File: src/rtl/lane_issue_ctrl_pkg.sv
// lane_issue_ctrl_pkg: shared sizes and types for the lane issue controller.
// Sizes come from PARALLEL_ORDER / REG_ADDR_WIDTH / REG_DATA_WIDTH when defined.
`ifndef PARALLEL_ORDER
`define PARALLEL_ORDER 2
`endif
`ifndef REG_ADDR_WIDTH
`define REG_ADDR_WIDTH 4
`endif
`ifndef REG_DATA_WIDTH
`define REG_DATA_WIDTH 8
`endif
package issue_pkg;
   localparam int P  = `PARALLEL_ORDER;
   localparam int AW = `REG_ADDR_WIDTH;
   localparam int DW = `REG_DATA_WIDTH;
   typedef enum logic {OP_LOAD = 1'b0, OP_MUL = 1'b1} op_e;
   typedef struct packed {
      op_e           op;
      logic [AW-1:0] rd;
      logic [AW-1:0] rs1;
      logic [AW-1:0] rs2;
      logic [DW-1:0] imm;
   } instr_t;
   typedef struct packed {
      logic          valid;
      logic [AW-1:0] rd;
   } wb_slot_t;
endpackage

File: src/rtl/lane_issue_ctrl_unit.sv
// lane_issue_unit: one lane's instruction queue, register scoreboard, hazard check and write-back shifter.
// Ports: clk, rst_n (async active-low); in_valid/in_ready/in_instr accept side;
// r_valid/r_addr1/r_addr2 read controls; w_valid/w_sel/w_addr/w_data write controls; busy.
module lane_issue_unit
   import issue_pkg::*;
#(
   parameter int QDEPTH = 4,
   parameter int WB_LAT = 2
) (
   input  logic          clk,
   input  logic          rst_n,
   input  logic          in_valid,
   output logic          in_ready,
   input  instr_t        in_instr,
   output logic          r_valid,
   output logic [AW-1:0] r_addr1,
   output logic [AW-1:0] r_addr2,
   output logic          w_valid,
   output logic          w_sel,
   output logic [AW-1:0] w_addr,
   output logic [DW-1:0] w_data,
   output logic          busy
);
   localparam int PW = $clog2(QDEPTH);
   localparam int NR = 1 << AW;
   instr_t                  mem_q [QDEPTH];
   instr_t                  mem_d [QDEPTH];
   logic [PW-1:0]           wptr_q, wptr_d, rptr_q, rptr_d;
   logic [PW:0]             cnt_q, cnt_d;
   logic [NR-1:0]           pend_q, pend_d;
   wb_slot_t [WB_LAT-1:0]   sr_q, sr_d;
   logic                    r_valid_q, r_valid_d, w_valid_q, w_valid_d, w_sel_q, w_sel_d;
   logic [AW-1:0]           r_addr1_q, r_addr1_d, r_addr2_q, r_addr2_d, w_addr_q, w_addr_d;
   logic [DW-1:0]           w_data_q, w_data_d;
   instr_t                  head;
   logic                    push, issue, is_mul, wb_next, sr_any;
   always_comb begin
      head     = mem_q[rptr_q];
      is_mul   = head.op == OP_MUL;
      // the last shifter slot is the MUL result that lands on the write port next cycle
      wb_next  = sr_q[WB_LAT-1].valid;
      in_ready = cnt_q != (PW+1)'(QDEPTH);
      push     = in_valid && in_ready;
      issue    = cnt_q != '0 && (is_mul ? !(pend_q[head.rs1] || pend_q[head.rs2] || pend_q[head.rd])
                                        : !pend_q[head.rd] && !wb_next);
      mem_d = mem_q;
      if (push) mem_d[wptr_q] = in_instr;
      wptr_d = wptr_q + PW'(push);
      rptr_d = rptr_q + PW'(issue);
      cnt_d  = cnt_q + (PW+1)'(push) - (PW+1)'(issue);
      // a register stays pending through its write-back cycle
      pend_d = pend_q;
      if (w_valid_q && w_sel_q) pend_d[w_addr_q] = 1'b0;
      if (issue && is_mul) pend_d[head.rd] = 1'b1;
      sr_d[0] = '{valid: issue && is_mul, rd: head.rd};
      for (int k = 1; k < WB_LAT; k++) sr_d[k] = sr_q[k-1];
      sr_any = 1'b0;
      for (int k = 0; k < WB_LAT; k++) sr_any = sr_any | sr_q[k].valid;
      r_valid_d = issue && is_mul;
      r_addr1_d = r_valid_d ? head.rs1 : r_addr1_q;
      r_addr2_d = r_valid_d ? head.rs2 : r_addr2_q;
      w_valid_d = wb_next || (issue && !is_mul);
      w_sel_d   = wb_next;
      w_addr_d  = wb_next ? sr_q[WB_LAT-1].rd : (issue && !is_mul) ? head.rd : w_addr_q;
      w_data_d  = (issue && !is_mul) ? head.imm : w_data_q;
   end
   always_ff @(posedge clk or negedge rst_n) begin
      if (!rst_n) begin
         for (int k = 0; k < QDEPTH; k++) mem_q[k] <= '0;
         wptr_q    <= '0;
         rptr_q    <= '0;
         cnt_q     <= '0;
         pend_q    <= '0;
         sr_q      <= '0;
         r_valid_q <= 1'b0;
         r_addr1_q <= '0;
         r_addr2_q <= '0;
         w_valid_q <= 1'b0;
         w_sel_q   <= 1'b0;
         w_addr_q  <= '0;
         w_data_q  <= '0;
      end else begin
         mem_q     <= mem_d;
         wptr_q    <= wptr_d;
         rptr_q    <= rptr_d;
         cnt_q     <= cnt_d;
         pend_q    <= pend_d;
         sr_q      <= sr_d;
         r_valid_q <= r_valid_d;
         r_addr1_q <= r_addr1_d;
         r_addr2_q <= r_addr2_d;
         w_valid_q <= w_valid_d;
         w_sel_q   <= w_sel_d;
         w_addr_q  <= w_addr_d;
         w_data_q  <= w_data_d;
      end
   end
   assign r_valid = r_valid_q;
   assign r_addr1 = r_addr1_q;
   assign r_addr2 = r_addr2_q;
   assign w_valid = w_valid_q;
   assign w_sel   = w_sel_q;
   assign w_addr  = w_addr_q;
   assign w_data  = w_data_q;
   assign busy    = cnt_q != '0 || sr_any || pend_q != '0;
endmodule

File: src/rtl/lane_issue_ctrl.sv
// lane_issue_ctrl: P independent LOAD/MUL issue lanes feeding the register-file/multiplier stage.
// Ports: clk, rst_n (async active-low); per lane in_valid/in_ready/in_instr;
// r_valid1/2, r_addr1/2 read controls; w_valid, w_sel, w_addr, w_data write controls; busy.
module lane_issue_ctrl
   import issue_pkg::*;
#(
   parameter int QDEPTH = 4,
   parameter int WB_LAT = 2
) (
   input  logic                 clk,
   input  logic                 rst_n,
   input  logic [P-1:0]         in_valid,
   output logic [P-1:0]         in_ready,
   input  instr_t [P-1:0]       in_instr,
   output logic [P-1:0]         r_valid1,
   output logic [P-1:0]         r_valid2,
   output logic [P-1:0][AW-1:0] r_addr1,
   output logic [P-1:0][AW-1:0] r_addr2,
   output logic [P-1:0]         w_valid,
   output logic [P-1:0]         w_sel,
   output logic [P-1:0][AW-1:0] w_addr,
   output logic [P-1:0][DW-1:0] w_data,
   output logic [P-1:0]         busy
);
   logic [P-1:0] r_valid;
   assign r_valid1 = r_valid;
   assign r_valid2 = r_valid;
   for (genvar i = 0; i < P; i++) begin : g_lane
      lane_issue_unit #(.QDEPTH(QDEPTH), .WB_LAT(WB_LAT)) u_lane (
         .clk      (clk),
         .rst_n    (rst_n),
         .in_valid (in_valid[i]),
         .in_ready (in_ready[i]),
         .in_instr (in_instr[i]),
         .r_valid  (r_valid[i]),
         .r_addr1  (r_addr1[i]),
         .r_addr2  (r_addr2[i]),
         .w_valid  (w_valid[i]),
         .w_sel    (w_sel[i]),
         .w_addr   (w_addr[i]),
         .w_data   (w_data[i]),
         .busy     (busy[i])
      );
   end
endmodule

File: config.mk
export PLATFORM = sky130hd
export DESIGN_NAME = lane_issue_ctrl
export DESIGN_NICKNAME = d
export VERILOG_FILES = /design/src/rtl/lane_issue_ctrl_pkg.sv /design/src/rtl/lane_issue_ctrl_unit.sv /design/src/rtl/lane_issue_ctrl.sv
export SDC_FILE = /design/constraint.sdc
export NUM_CORES = 1
export LEC_CHECK = 0
export ABC_AREA = 0
export CORE_UTILIZATION = 45
export CTS_CLUSTER_DIAMETER = 60
export CTS_CLUSTER_SIZE = 12
export DETAILED_ROUTE_END_ITERATION = 8
export HOLD_SLACK_MARGIN = 0.12
export PLACE_DENSITY = 0.75
export SYNTH_ARGS = -nofsm -noshare
export SYNTH_HDL_FRONTEND = slang
export SYNTH_SLANG_ARGS = --single-unit
File: constraint.sdc
create_clock -name clk -period 5.16 [get_ports clk]
set_input_delay 0.774 -clock clk [delete_from_list [all_inputs] [get_ports clk]]
set_output_delay 0.774 -clock clk [all_outputs]
set_load 0.02 [all_outputs]
==> results.txt, run 1 <==
The number of nets produced by synthesis is 962. The instance count of the mapped netlist is 906. The HPWL after detailed placement is 17.93 mm. The remaining global-route overflow is 0. Max-cap violations in this run came to 0.

The number of antenna violations at the first check in global routing is 1. The total count of hold-check failures in the final report came out at 0. The synthesized netlist devotes 4.580% of its cell area to compound gates. The fmax is 248.9 MHz. The clock arrives with 14.46 ps of skew. Once the clock tree was built, the resizer swapped 0 gates to a different size. The total of warnings raised by yosys is 0. The number of buffers created by CTS is 29. The final max-slew violation count is 0. The overall via count from detail_route is 7794. Summing the areas of all fa, ha and maj instances in the mapped netlist gives 1.091% of the synthesized area.

The synthesized netlist occupies a cell area of 0.01284 mm². The flow ran to the end, and the final reports show no timing, DRC or antenna violations. The post-route DRC violation count is 0. Setup repair after global routing left no endpoint under its margin.

The via count of the first global-routing pass came out at 7999. Of the total synthesized cell area, the portion taken by XOR and XNOR cells is 0.5457%. The critical path in this run is classified as reg2reg. The worst ir drop on vdd came out at 0.3255 mV. The most common cell after layout, fill and taps aside is sky130_fd_sc_hd__dfrtp_1. The CTS tree is done.

The final routed wire length divided by cell count is 19.43 µm. The data arrival time of the worst path is 4470 ps. The clock passes through at most 3 buffers. Ranked by total cell area, the synthesized netlist is headed by sky130_fd_sc_hd__dfrtp_1 54%, sky130_fd_sc_hd__mux2_2 18%, sky130_fd_sc_hd__mux4_2 7.0%.

sky130_fd_sc_hd__dfrtp_1 takes more of the synthesized area than any other cell. The total core area is 0.02793 mm². The path type of the worst min-delay path is in2async. In the finished design, the share of the clock period the worst path needs comes to 77.87%. Leaving out fill and tap cells, the most frequent cells in the layout are 278 x sky130_fd_sc_hd__dfrtp_1, 209 x sky130_fd_sc_hd__mux2_2, 96 x sky130_fd_sc_hd__clkdlybuf4s50_1. After synthesis, the largest family of logic cells by area is multiplexers. The relative slew slack is 26.86%. The tree is rooted in a sky130_fd_sc_hd__clkbuf_16. The static leakage came out at 0.006233 µW. The largest net degree at the start of global routing is 126. The layout overhead on the synthesized area came out at 16.00%.

The initial core utilization came out at 45.96%. The wire length after detailed routing came out at 26.80 mm. The simple-gate portion of the synthesized area is 5.613%. The first TritonRoute pass finished after 5 iterations. The total number of clock tree sinks came out at 278. The first routing iteration left 618 violations.

The post-route netlist has 31.87% of its cells at a drive strength greater than 1. The count of placed standard cells including taps came out at 1341. The number of enable-type register cells in the synthesized netlist came out at 0.

The clock insertion delay at the later pin of the skew report is 540 ps. After clock tree synthesis, the setup repair step added 0 buffers. The net count of the finished layout is 1050. In this run the vertical extent of the chip is 170.9 µm.

Of the synthesized area, sequential elements account for 54.18%. In this run the core area contains 61 standard-cell rows. The worst setup path is launched from a register. The global-route wire length before repair came out at 43.93 mm. The die covers 0.02921 mm².

The largest driver fanout on the critical path is 17. The remaining antenna violation count is 0. The worst setup path is captured at a register. The final standard cell count with taps included and fillers excluded is 1379. The mean instance size in the synthesized netlist is 14.17 µm². In this run, distinct cell masters in the synthesized netlist total 59.

After filler insertion, the fill cell instance count of the layout stands at 2353. The number of inserted diodes came out at 0. The mux share of post-synthesis cell area came out at 30.89%. The number of buffers added on ports is 97. After detailed routing, the number of vias per cell comes to 5.652. The required time of the worst setup path came out at 5620 ps.

After layout, the minimum clock period comes to 4018 ps. The transition time at the pin with the least slew margin is 1095 ps. The most used flip-flop cell after synthesis is sky130_fd_sc_hd__dfrtp_1.

The setup TNS came out at 0 ps. The area share of the leading cell type in the synthesized netlist came out at 54.18%. The global routing usage summed across all routing layers is 19.02%. Routability-driven placement finished with a final weighted congestion of 0.8844. The async set or reset register ratio after synthesis is 100.0%. In this run, post-CTS hold repair placed 0 buffers. 98 I/O pins were placed.

Setup violations remaining at the end of the flow were counted as 0. The power density relative to cell area is 794.0 mW/mm². The die is 170.9 µm wide. The flip-flop and latch count after synthesis came out at 278. The number of levels in the clock H-tree came out at 1. The register clock-pin slew on the reported worst setup and hold paths came out at 60 ps.
==> worst max-delay path, cell delays in order, from the launching register on <==
cell and delay (ps):
sky130_fd_sc_hd__dfrtp_1 610, sky130_fd_sc_hd__buf_12 240, sky130_fd_sc_hd__mux4_2 680, sky130_fd_sc_hd__mux2i_1 190, sky130_fd_sc_hd__mux2_2 170, sky130_fd_sc_hd__a2bb2oi_1 180
sky130_fd_sc_hd__o211a_1 210, sky130_fd_sc_hd__nand2_1 60, sky130_fd_sc_hd__a21boi_0 360, sky130_fd_sc_hd__ha_1 310, sky130_fd_sc_hd__inv_1 60, sky130_fd_sc_hd__ha_1 120
sky130_fd_sc_hd__inv_1 50, sky130_fd_sc_hd__fa_1 370, sky130_fd_sc_hd__xnor2_1 180, sky130_fd_sc_hd__xnor2_1 140
==> synth_stat cells, types with 3 or more instances <==
master	count
sky130_fd_sc_hd__nor3_1	5
sky130_fd_sc_hd__ha_1	8
sky130_fd_sc_hd__nor4_1	8
sky130_fd_sc_hd__o21ai_0	46
sky130_fd_sc_hd__mux2_2	209
sky130_fd_sc_hd__buf_6	5
sky130_fd_sc_hd__a2bb2oi_1	3
sky130_fd_sc_hd__mux4_2	40
sky130_fd_sc_hd__nand2_1	42
sky130_fd_sc_hd__mux2i_1	55
sky130_fd_sc_hd__buf_4	15
sky130_fd_sc_hd__dfrtp_1	278
sky130_fd_sc_hd__xor2_1	4
sky130_fd_sc_hd__nand4b_1	4
sky130_fd_sc_hd__nor2_1	18
sky130_fd_sc_hd__xnor2_1	4
sky130_fd_sc_hd__buf_1	6
sky130_fd_sc_hd__clkbuf_1	18
sky130_fd_sc_hd__nand3_1	7
sky130_fd_sc_hd__or2_2	4
sky130_fd_sc_hd__nand2b_1	12
sky130_fd_sc_hd__mux4_1	4
sky130_fd_sc_hd__inv_1	16
sky130_fd_sc_hd__o31ai_1	15
sky130_fd_sc_hd__nand4_1	7
sky130_fd_sc_hd__or3_1	4
sky130_fd_sc_hd__nor2b_1	13
sky130_fd_sc_hd__buf_2	8
sky130_fd_sc_hd__mux2_4	3
sky130_fd_sc_hd__or4_1	3
sky130_fd_sc_hd__a31o_2	3
sky130_fd_sc_hd__a22oi_1	4
==> flip-flops by register name, indices dropped and copies added (netlist names) <==
signal                 cells
g_lane.u_lane.mem_q      168
g_lane.u_lane.pend_q      32
g_lane.u_lane.w_data      16
g_lane.u_lane.sr_d        10
g_lane.u_lane.r_addr1      8
g_lane.u_lane.r_addr2      8
g_lane.u_lane.sr_q         8
g_lane.u_lane.w_addr       8
g_lane.u_lane.cnt_q        6
g_lane.u_lane.rptr_q       4
g_lane.u_lane.wptr_q       4
g_lane.u_lane.w_sel        2
g_lane.u_lane.w_sel_d      2
g_lane.u_lane.w_valid      2
==> cells by family after synthesis <==
group | count (synthesis)
compound gates | 91
simple gates | 136
flops | 278
buf+inv | 71
fa+ha+maj | 10
xor+xnor | 8
mux | 312
==> area by class of cell <==
class                      instances  area, µm²  share of cell area [%]
timing repair buffer             111       1106                   7.426
sequential                       278       6957                   46.71
clock buffer                      32      757.0                   5.082
inverter                          17      63.81                  0.4284
tap                              378      473.0                   3.175
multi-input combinational        557       5495                   36.90
clock inverter                     6      42.54                  0.2856
==> per-stage QoR <==
step                      setup WS (ps)  cell area [µm²]  hold slack, ps  power, µW  utilization (%)
after floorplan                    1673            12840           331.2       8523                -
after global placement             1230            14090           333.0       9791            50.46
after detailed placement           1126            14090           334.7      10030            50.46
after CTS                          1130            14890           348.2      11900            53.32
after global routing              819.0            14890           355.7      12630            53.32
final                              1142            14890           328.3      11830            53.32
==> final timing paths <==
kind	startpoint	cells after the start	end	slack, ps
min in group clk	g_lane[0].u_lane.sr_d[6]	0	g_lane[0].u_lane.sr_q[6]	350
hold reg to reg	g_lane[0].u_lane.sr_d[6]	0	g_lane[0].u_lane.sr_q[6]	350
hold / removal	rst_n	1	g_lane[1].u_lane.sr_d[9]	330
max in group asynchronous	rst_n	2	g_lane[1].u_lane.w_data[3]	3620
setup / recovery	g_lane[0].u_lane.rptr_q[0]	15	g_lane[0].u_lane.cnt_q[2]	1140
setup reg to reg	g_lane[0].u_lane.rptr_q[0]	15	g_lane[0].u_lane.cnt_q[2]	1140
==> power by group <==
group | total (µW) | internal [µW] | switching (µW) | leakage, µW
sequential | 4150 | 3330 | 824 | 0.00334
combinational | 5830 | 3060 | 2780 | 0.00250
clock | 1840 | 1030 | 810 | 0.000390
total | 11800 | 7420 | 4410 | 0.00623
==> layer usage <==
layer | track usage, % | vias up | wire [µm]
li1 | - | 3502 | -
met1 | 26.31 | 4035 | 11950
met2 | 30.93 | 201 | 12760
met3 | 3.238 | 54 | 1438
met4 | 5.357 | 2 | 626
met5 | 0 | - | 12
No activity file was read; power rests on OpenSTA's default activity.
==> run 2, diff against run 1 <==
--- a/config.mk
+++ b/config.mk
@@ -11,7 +11,7 @@
 export CTS_CLUSTER_SIZE = 12
 export DETAILED_ROUTE_END_ITERATION = 8
 export HOLD_SLACK_MARGIN = 0.12
-export PLACE_DENSITY = 0.75
+export PLACE_DENSITY = 0.78
 export SYNTH_ARGS = -nofsm -noshare
 export SYNTH_HDL_FRONTEND = slang
 export SYNTH_SLANG_ARGS = --single-unit
==> constraint.sdc (replaced) <==
create_clock -name clk -period 3.65 [get_ports clk]
set_input_delay 0.5475 -clock clk [delete_from_list [all_inputs] [get_ports clk]]
set_output_delay 0.5475 -clock clk [all_outputs]
set_load 0.02 [all_outputs]
==> run 2 against run 1 <==
  * Combinational power up 50%
  * Register-to-register slack worse by 930 ps
  * Critical endpoint is now g_lane[1].u_lane.cnt_q[2]
  * Largest power group unchanged
  * Final area up 1.8%
  * Clock-buffer cell count up 1
  * Critical path depth down 2
  * Sequential share of layout area down 0.82 points
  * Global-route usage up 0.18 points
  * Power up 46%
  * Worst hold slack better by 17 ps
  * Utilization up 0.95 points
  * Clock skew up 1.9 ps
  * Clock power up 41%
==> results.txt, run 2 (same netlist as run 1, synthesis figures left out) <==
The flip-flop count of the largest register, all copies and words added came out at 168 (unchanged). The share of the clock period used by the worst path came to 94.16% (+16 points). The I/O pin total came out at 98 (unchanged). The via count normalized by instance count came to 5.631 (-0.38%). The largest net degree at the start of global routing came to 82 (-35%). The standard-cell row count came out at 61 (unchanged). The clock insertion delay at the later pin of the skew report came out at 540 ps (about the same). Setup repair after global routing left no endpoint under its margin. The die footprint came to 0.02921 mm² (unchanged). The number of antenna violations at the first check in global routing came out at 1 (unchanged). The worst ir drop on vdd came out at 0.5169 mV (+59%). The minimum period implied by the final worst setup slack came out at 3437 ps (-581.2 ps). The number of fill cells in the layout came out at 2320 (-1.4%).

The number of buffers created by CTS came out at 28 (-3.4%). The post-route DRC violation count is 0 (unchanged). The number of setup violations in the final report came out at 0 (unchanged).

STA classifies the critical path startpoint as a register. The most common cell after layout, fill and taps aside is sky130_fd_sc_hd__dfrtp_1. The largest driver fanout on the critical path is 4 (-13). The static leakage is 0.006382 µW (+2.4%). The path type of the worst min-delay path is reg2reg. The global-route wire length before repair is 44.08 mm (+0.35%).

The setup TNS is 0 ps (unchanged). The y dimension of the die came out at 170.9 µm (unchanged). The worst setup path is of the reg2reg kind. The clock skew after layout came out at 16.34 ps (+1.877 ps). The wire length after detailed routing came out at 27.03 mm (+0.87%). The required time of the worst setup path came out at 4100 ps (-1520 ps).

The global routing usage summed across all routing layers was 19.20% (+0.18 points). The final routed wire length divided by cell count is 19.20 µm (-1.2%). The fraction of layout cells with a size suffix above 1 was 33.62% (+1.8 points). The remaining global-route overflow is 0 (unchanged). The maximum count of clock buffers along a single path is 3 (unchanged). The total number of clock tree sinks is 278 (unchanged). The top register by number of flip-flops is g_lane.u_lane.mem_q. STA classifies the critical path endpoint as a register.

The layout overhead on the synthesized area came out at 18.07%. The depth of the worst register-to-register path is 13 (-2). The overall via count from detail_route came out at 7928 (+1.7%). The via count of the first global-routing pass came out at 8353 (+4.4%).

The post-CTS repair timing setup buffer count came out at 0 (unchanged). The run finished with clean final reports. The number of buffers added on ports is 97 (unchanged). The net count of the finished layout came to 1079 (+2.8%). The final max-slew violation count is 0 (unchanged).

The number of DRC markers after the initial detailed-route iteration is 507 (-18%). TritonCTS built the clock tree. The weighted congestion at the end of routability-driven global placement is 0.9186 (+3.9%). The data arrival time of the worst path came to 3890 ps (-580 ps). In this run the clock root is driven by a sky130_fd_sc_hd__clkbuf_16. The transition time at the pin with the least slew margin was 651.3 ps (-443.2 ps).

The total cell area at the placement stage is 0.01432 mm² (+1.6%). Leaving out fill and tap cells, the most frequent cells in the layout are 278 x sky130_fd_sc_hd__dfrtp_1, 209 x sky130_fd_sc_hd__mux2_2, 96 x sky130_fd_sc_hd__clkdlybuf4s50_1. The final design instance area without fill is 0.01516 mm² (+1.8%). The remaining antenna violation count is 0 (unchanged). The hold path depth came out at 0. The total core area came out at 0.02793 mm² (unchanged). The fmax was 291.0 MHz (+17%).

The power density relative to cell area was 1135 mW/mm² (+43%). The total count of hold-check failures in the final report came out at 0 (unchanged). The number of levels in the clock H-tree came out at 1 (unchanged). The max-capacitance violation count is 0 (unchanged). The HPWL after detailed placement was 18.55 mm (+3.4%). The die width is 170.9 µm (unchanged).

The relative slew slack was 56.29% (+29 points). The length of the first detailed-routing pass in iterations is 5 (unchanged). The register clock-pin slew on the reported worst setup and hold paths is 60 ps (about the same). The initial core utilization came out at 45.96% (unchanged).
==> run 2: changes by cell type in the layout (fill, tap and decap cells not counted), sizes merged <==
| cell | change |
|---|---|
| dlygate4sd3 | +1 |
| bufinv | +1 |
| clkinvlp | -1 |
| clkbuf | +1 |
| mux4 | +1 |
| diode | +1 |
| clkinv | -3 |
| buf | +28 |
==> run 2: final timing paths <==
kind	start	end	slack, ps
setup / recovery	g_lane[1].u_lane.rptr_q[0]	g_lane[1].u_lane.cnt_q[2]	210
hold / removal	g_lane[1].u_lane.sr_d[5]	g_lane[1].u_lane.sr_q[5]	340
setup reg to reg	g_lane[1].u_lane.rptr_q[0]	g_lane[1].u_lane.cnt_q[2]	210
hold reg to reg	g_lane[1].u_lane.sr_d[5]	g_lane[1].u_lane.sr_q[5]	340
max in group asynchronous	rst_n	g_lane[0].u_lane.mem_q[34]	2140
min in group asynchronous	rst_n	g_lane[1].u_lane.sr_q[8]	600
==> run 2: where the power goes <==
part	internal [µW]	leakage (µW)	total, µW	switching, µW
Clock	1500	0.000387	2600	1100
Sequential	4710	0.00334	5850	1140
Combinational	4670	0.00265	8760	4090
Total	10900	0.00638	17200	6330
==> run 2: repair_timing <==
| action | CTS | global route |
|---|---|---|
| hold buffers | 1 | 0 |
| endpoints found under the setup margin | 1 | 1 |
| cloned | 0 | 1 |
| hold endpoints to repair | 77 | 0 |
| gates resized for setup | 1 | 3 |
==> run 2: worst max-delay path: stages, from the launching register on <==
cell                       delay (ps)
sky130_fd_sc_hd__dfrtp_1          410
sky130_fd_sc_hd__buf_4            160
sky130_fd_sc_hd__mux4_2           530
sky130_fd_sc_hd__nand2b_1         180
sky130_fd_sc_hd__or3b_2           450
sky130_fd_sc_hd__a41o_1           280
sky130_fd_sc_hd__nand2_1           80
sky130_fd_sc_hd__a21oi_1           60
sky130_fd_sc_hd__ha_1             280
sky130_fd_sc_hd__inv_1             30
sky130_fd_sc_hd__ha_1             180
sky130_fd_sc_hd__fa_1             380
sky130_fd_sc_hd__xnor2_1          190
sky130_fd_sc_hd__xnor2_1          140
==> run 2: final cells by class <==
class                   count  area [µm²]  share of cell area (%)
diodes                      1       2.502                 0.01651
inverters                  17       63.81                  0.4209
multi-input cells         558        5528                   36.46
clock inverters             3       46.29                  0.3054
clock buffers              33       750.7                   4.952
flip-flops and latches    278        6957                   45.89
well taps                 378       473.0                   3.120
repair buffers            140        1339                   8.831
==> run 2: metal layers <==
| layer | track usage [%] | up-vias | wire length, µm |
|---|---|---|---|
| li1 | - | 3569 | - |
| met1 | 26.12 | 4075 | 11730 |
| met2 | 31.64 | 237 | 13070 |
| met3 | 3.123 | 47 | 1557 |
| met4 | 5.901 | 0 | 671 |
| met5 | 0 | - | 0 |
==> run 2: metrics by stage <==
step / hold WS (ps) / util, % / std cells / setup slack [ps] / total power (µW)
final: 344.8 / 54.27 / 1408 / 213.2 / 17210
after global routing: 355.5 / 54.26 / 1407 / 18.28 / 18340
after CTS: 349.1 / 54.14 / 1406 / 106.4 / 17250
after detailed placement: 335.6 / 51.25 / 1369 / 20.53 / 14570
after global placement: 332.4 / 51.25 / 1369 / 166.5 / 14260
after floorplan: 251.9 / - / 906 / 163.4 / 12050
==> run 3, diff against run 2 <==
--- a/config.mk
+++ b/config.mk
@@ -6,12 +6,12 @@
 export NUM_CORES = 1
 export LEC_CHECK = 0
 export ABC_AREA = 0
-export CORE_UTILIZATION = 45
+export CORE_UTILIZATION = 53
 export CTS_CLUSTER_DIAMETER = 60
 export CTS_CLUSTER_SIZE = 12
 export DETAILED_ROUTE_END_ITERATION = 8
 export HOLD_SLACK_MARGIN = 0.12
-export PLACE_DENSITY = 0.78
+export PLACE_DENSITY = 0.87
 export SYNTH_ARGS = -nofsm -noshare
 export SYNTH_HDL_FRONTEND = slang
 export SYNTH_SLANG_ARGS = --single-unit
==> run 3 against run 2 <==
  * Worst hold slack improved by 4.3 ps
  * Via count is 1.3% higher
  * Cell count fell by 4.0%
  * Power is 0.46% higher
  * Non-clock buffer count shrank 2
  * Final area shrank 0.40%
  * Fmax shrank 2.0%
  * Critical path depth up 1
  * Clock skew shrank 7.7 ps
  * Sequential share of layout area is 0.20 points higher
  * Critical endpoint is now g_lane[0].u_lane.cnt_q[2]
==> results.txt, run 3 (same netlist as run 1, synthesis figures left out) <==
The number of levels in the clock H-tree came out at 1 (unchanged). The weighted congestion at the end of routability-driven global placement came out at 0.9224 (+0.41%). The number of buffers created by CTS came to 29 (+3.6%). The net count of the finished layout is 1078 (-0.093%).

The register with the most flip-flops in the final layout is g_lane.u_lane.mem_q. The via count of the first global-routing pass is 8450 (+1.2%). The CTS tree is done. The global-route wire length before repair was 44.83 mm (+1.7%). The overall via count from detail_route is 8034 (+1.3%). The relative slew slack came out at 49.02% (-7.3 points).

The total number of clock tree sinks came out at 278 (unchanged). The total core area is 0.02361 mm² (-15%). The transition time at the pin with the least slew margin is 764.7 ps (+113.4 ps). The maximum count of clock buffers along a single path is 3 (unchanged). The run finished with clean final reports. The global routing usage summed across all routing layers came out at 23.12% (+3.9 points). The number of setup violations in the final report is 0 (unchanged). The reported net switching power came out at 6468 µW (+2.2%). The length of the first detailed-routing pass in iterations came out at 5 (unchanged). The worst ir drop on vdd came out at 0.6650 mV (+29%). The y dimension of the die is 157.6 µm (-7.8%). Tracing the worst setup path back leads to its startpoint at g_lane[0].u_lane.rptr_q[0]. The startpoint identified for the worst hold timing path is g_lane[0].u_lane.sr_d[5]. The fmax was 285.1 MHz (-2.0%). The startpoint identified for the worst register-to-register timing path is g_lane[0].u_lane.rptr_q[0]. The post-route DRC violation count came out at 0 (unchanged). The largest driver fanout on the critical path is 9 (+5).

The number of DRC markers after the initial detailed-route iteration is 496 (-2.2%). The largest net degree at the start of global routing is 101 (+23%). The slowest stage of the critical path belongs to the cell sky130_fd_sc_hd__mux4_2. For hold timing, the worst endpoint is g_lane[0].u_lane.sr_q[5]. Relative to the synthesized area, the layout overhead comes to 17.59%. The maximum single-stage delay on the critical path came out at 610 ps (+80 ps). The critical path goes through buf_4, mux4_2, nand2b_1, o22ai_1, nor3_2, o21ba_2, a21boi_2, ha_1, inv_1, ha_1, inv_1, fa_1, xnor2_1, xnor2_1. The worst setup path is captured at a register. The setup TNS is 0 ps (unchanged).

The final routed wire length divided by cell count came out at 20.49 µm (+6.7%). The library cell used most frequently in the layout, excluding fill and tap cells, is sky130_fd_sc_hd__dfrtp_1. The die width was 157.6 µm (-7.8%). The sequential share of power is 34.1% (about the same). The share of the core filled with cells in the final layout came out at 63.94% (+9.7 points). The fraction of layout cells with a size suffix above 1 came out at 34.27% (+0.65 points). The clock skew after layout came out at 8.610 ps (-7.730 ps). The share of the clock period used by the worst path came out at 96.10% (+1.9 points). The number of buffers added on ports is 97 (unchanged). The number of fill cells in the layout is 1682 (-28%). The static leakage came to 0.006379 µW (about the same).

The die footprint is 0.02485 mm² (-15%). In this run the critical register-to-register path is captured at g_lane[0].u_lane.cnt_q[2]. The required time of the worst setup path came out at 4110 ps (about the same). The data arrival time of the worst path was 3960 ps (+70 ps). The minimum period implied by the final worst setup slack was 3508 ps (+71.03 ps).

The power density relative to cell area was 1145 mW/mm² (+0.87%). The switching share of power came out at 37.42% (+0.63 points). The remaining antenna violation count came out at 0 (unchanged). The remaining global-route overflow came out at 0 (unchanged). The max-capacitance violation count came out at 0 (unchanged). The standard-cell row count is 56 (-8.2%). The total count of hold-check failures in the final report is 0 (unchanged). The wire length after detailed routing came out at 27.70 mm (+2.5%). The HPWL after detailed placement came out at 18.80 mm (+1.4%). The setup slack of the most critical reg-to-reg path came to 140 ps (-70 ps). The register clock-pin slew on the reported worst setup and hold paths came to 60 ps (about the same).

The final hold slack came out at 349.1 ps (+4.322 ps). By startpoint and endpoint, the worst setup path is classified as reg2reg. The number of antenna violations at the first check in global routing came to 3 (+2). The flip-flop count of the largest register, all copies and words added is 168 (unchanged). The worst setup path is launched from a register. The clock insertion delay at the later pin of the skew report came out at 540 ps (about the same). The combinational group share of total power is 50.6% (-0.3 points). The via count normalized by instance count is 5.942 (+5.5%). The initial core utilization came out at 54.38% (+8.4 points). The I/O pin total was 98 (unchanged). The depth of the worst register-to-register path is 14 (+1). The internal power component was 10820 µW (-0.54%). The min-delay analysis places its worst path in the category reg2reg. The portion of total power attributed to the clock network is 15.3% (+0.2 points).

In the layout the commonest cells are 276 x sky130_fd_sc_hd__dfrtp_1, 209 x sky130_fd_sc_hd__mux2_2, 96 x sky130_fd_sc_hd__clkdlybuf4s50_1. The final max-slew violation count is 0 (unchanged). The clock root buffer is sky130_fd_sc_hd__clkbuf_16. The setup slack after layout came to 142.2 ps (-71.03 ps). The post-placement worst setup slack is -23.76 ps (-44.29 ps). The hold path depth is 0 (unchanged).
-- run 3: changes by cell type in the layout (fill, tap and decap cells not counted), moves of 2 or more --
cell | previous run | this run
sky130_fd_sc_hd__buf_4 | 39 | 37
sky130_fd_sc_hd__inv_6 | 1 | 3
sky130_fd_sc_hd__diode_2 | 1 | 3
sky130_fd_sc_hd__clkinv_2 | 0 | 3
sky130_fd_sc_hd__dfrtp_2 | 0 | 2
sky130_fd_sc_hd__dfrtp_1 | 278 | 276
-- run 3: how the worst max path moves through the flow --
| stage | to | slack [ps] |
|---|---|---|
| 5_1_grt | g_lane[0].u_lane.cnt_q[2] | -50 |
| 4_1_cts | g_lane[0].u_lane.cnt_q[2] | 70 |
| 2_1_floorplan | g_lane[0].u_lane.cnt_q[2] | 160 |
| 6_report | g_lane[0].u_lane.cnt_q[2] | 140 |
| 3_5_place_dp | g_lane[0].u_lane.cnt_q[2] | -20 |
| 3_3_place_gp | g_lane[0].u_lane.cnt_q[2] | 100 |
-- run 3: through the flow --
step	area, µm²	total power, µW	std cells
final	15100	17290	1352
after floorplan	12840	12050	906
after detailed placement	14220	14500	1307
after CTS	15050	17210	1347
after global routing	15090	18330	1350
after global placement	14220	14070	1307
-- run 3: per-layer routing --
layer,routed length [µm],up-vias,track usage (%)
met2,14000,246,38.64
met5,12,-,0
met4,497,2,7.212
met3,1483,44,4.051
li1,-,3565,-
met1,11700,4177,30.84
-- run 3: layout make-up --
class	instances	area (µm²)	area share (%)
Clock buffer	31	733.2	4.856
Tap cell	319	399.1	2.644
Antenna cell	3	7.507	0.04972
Inverter	17	63.81	0.4226
Multi-Input combinational cell	558	5533	36.65
Timing Repair Buffer	138	1324	8.768
Clock inverter	8	78.83	0.5221
Sequential cell	278	6959	46.09
-- run 3: power groups by stage --
stage	sequential [µW]	clock, µW	combinational [µW]
after floorplan	5700	0	6350
after global placement	5780	0	8290
after detailed placement	5880	0	8620
after CTS	5860	2690	8660
after global routing	6070	2810	9460
final	5900	2640	8750
-- run 3: worst max-delay path, delay by kind of cell (launching register included) --
| kind | cells | cell delay [ps] |
|---|---|---|
| flops | 1 | 450 |
| buf+inv | 3 | 360 |
| xor+xnor | 2 | 320 |
| fa+ha+maj | 3 | 800 |
| compound gates | 3 | 600 |
| simple gates | 2 | 280 |
| mux | 1 | 610 |
-- run 3: what timing repair did --
action,in CTS,in global routing
cloned,0,1
endpoints found under the hold margin,96,0
endpoints found under the setup margin,1,2
hold buffers,1,0
gates resized for setup,2,7
buffers inserted,0,1
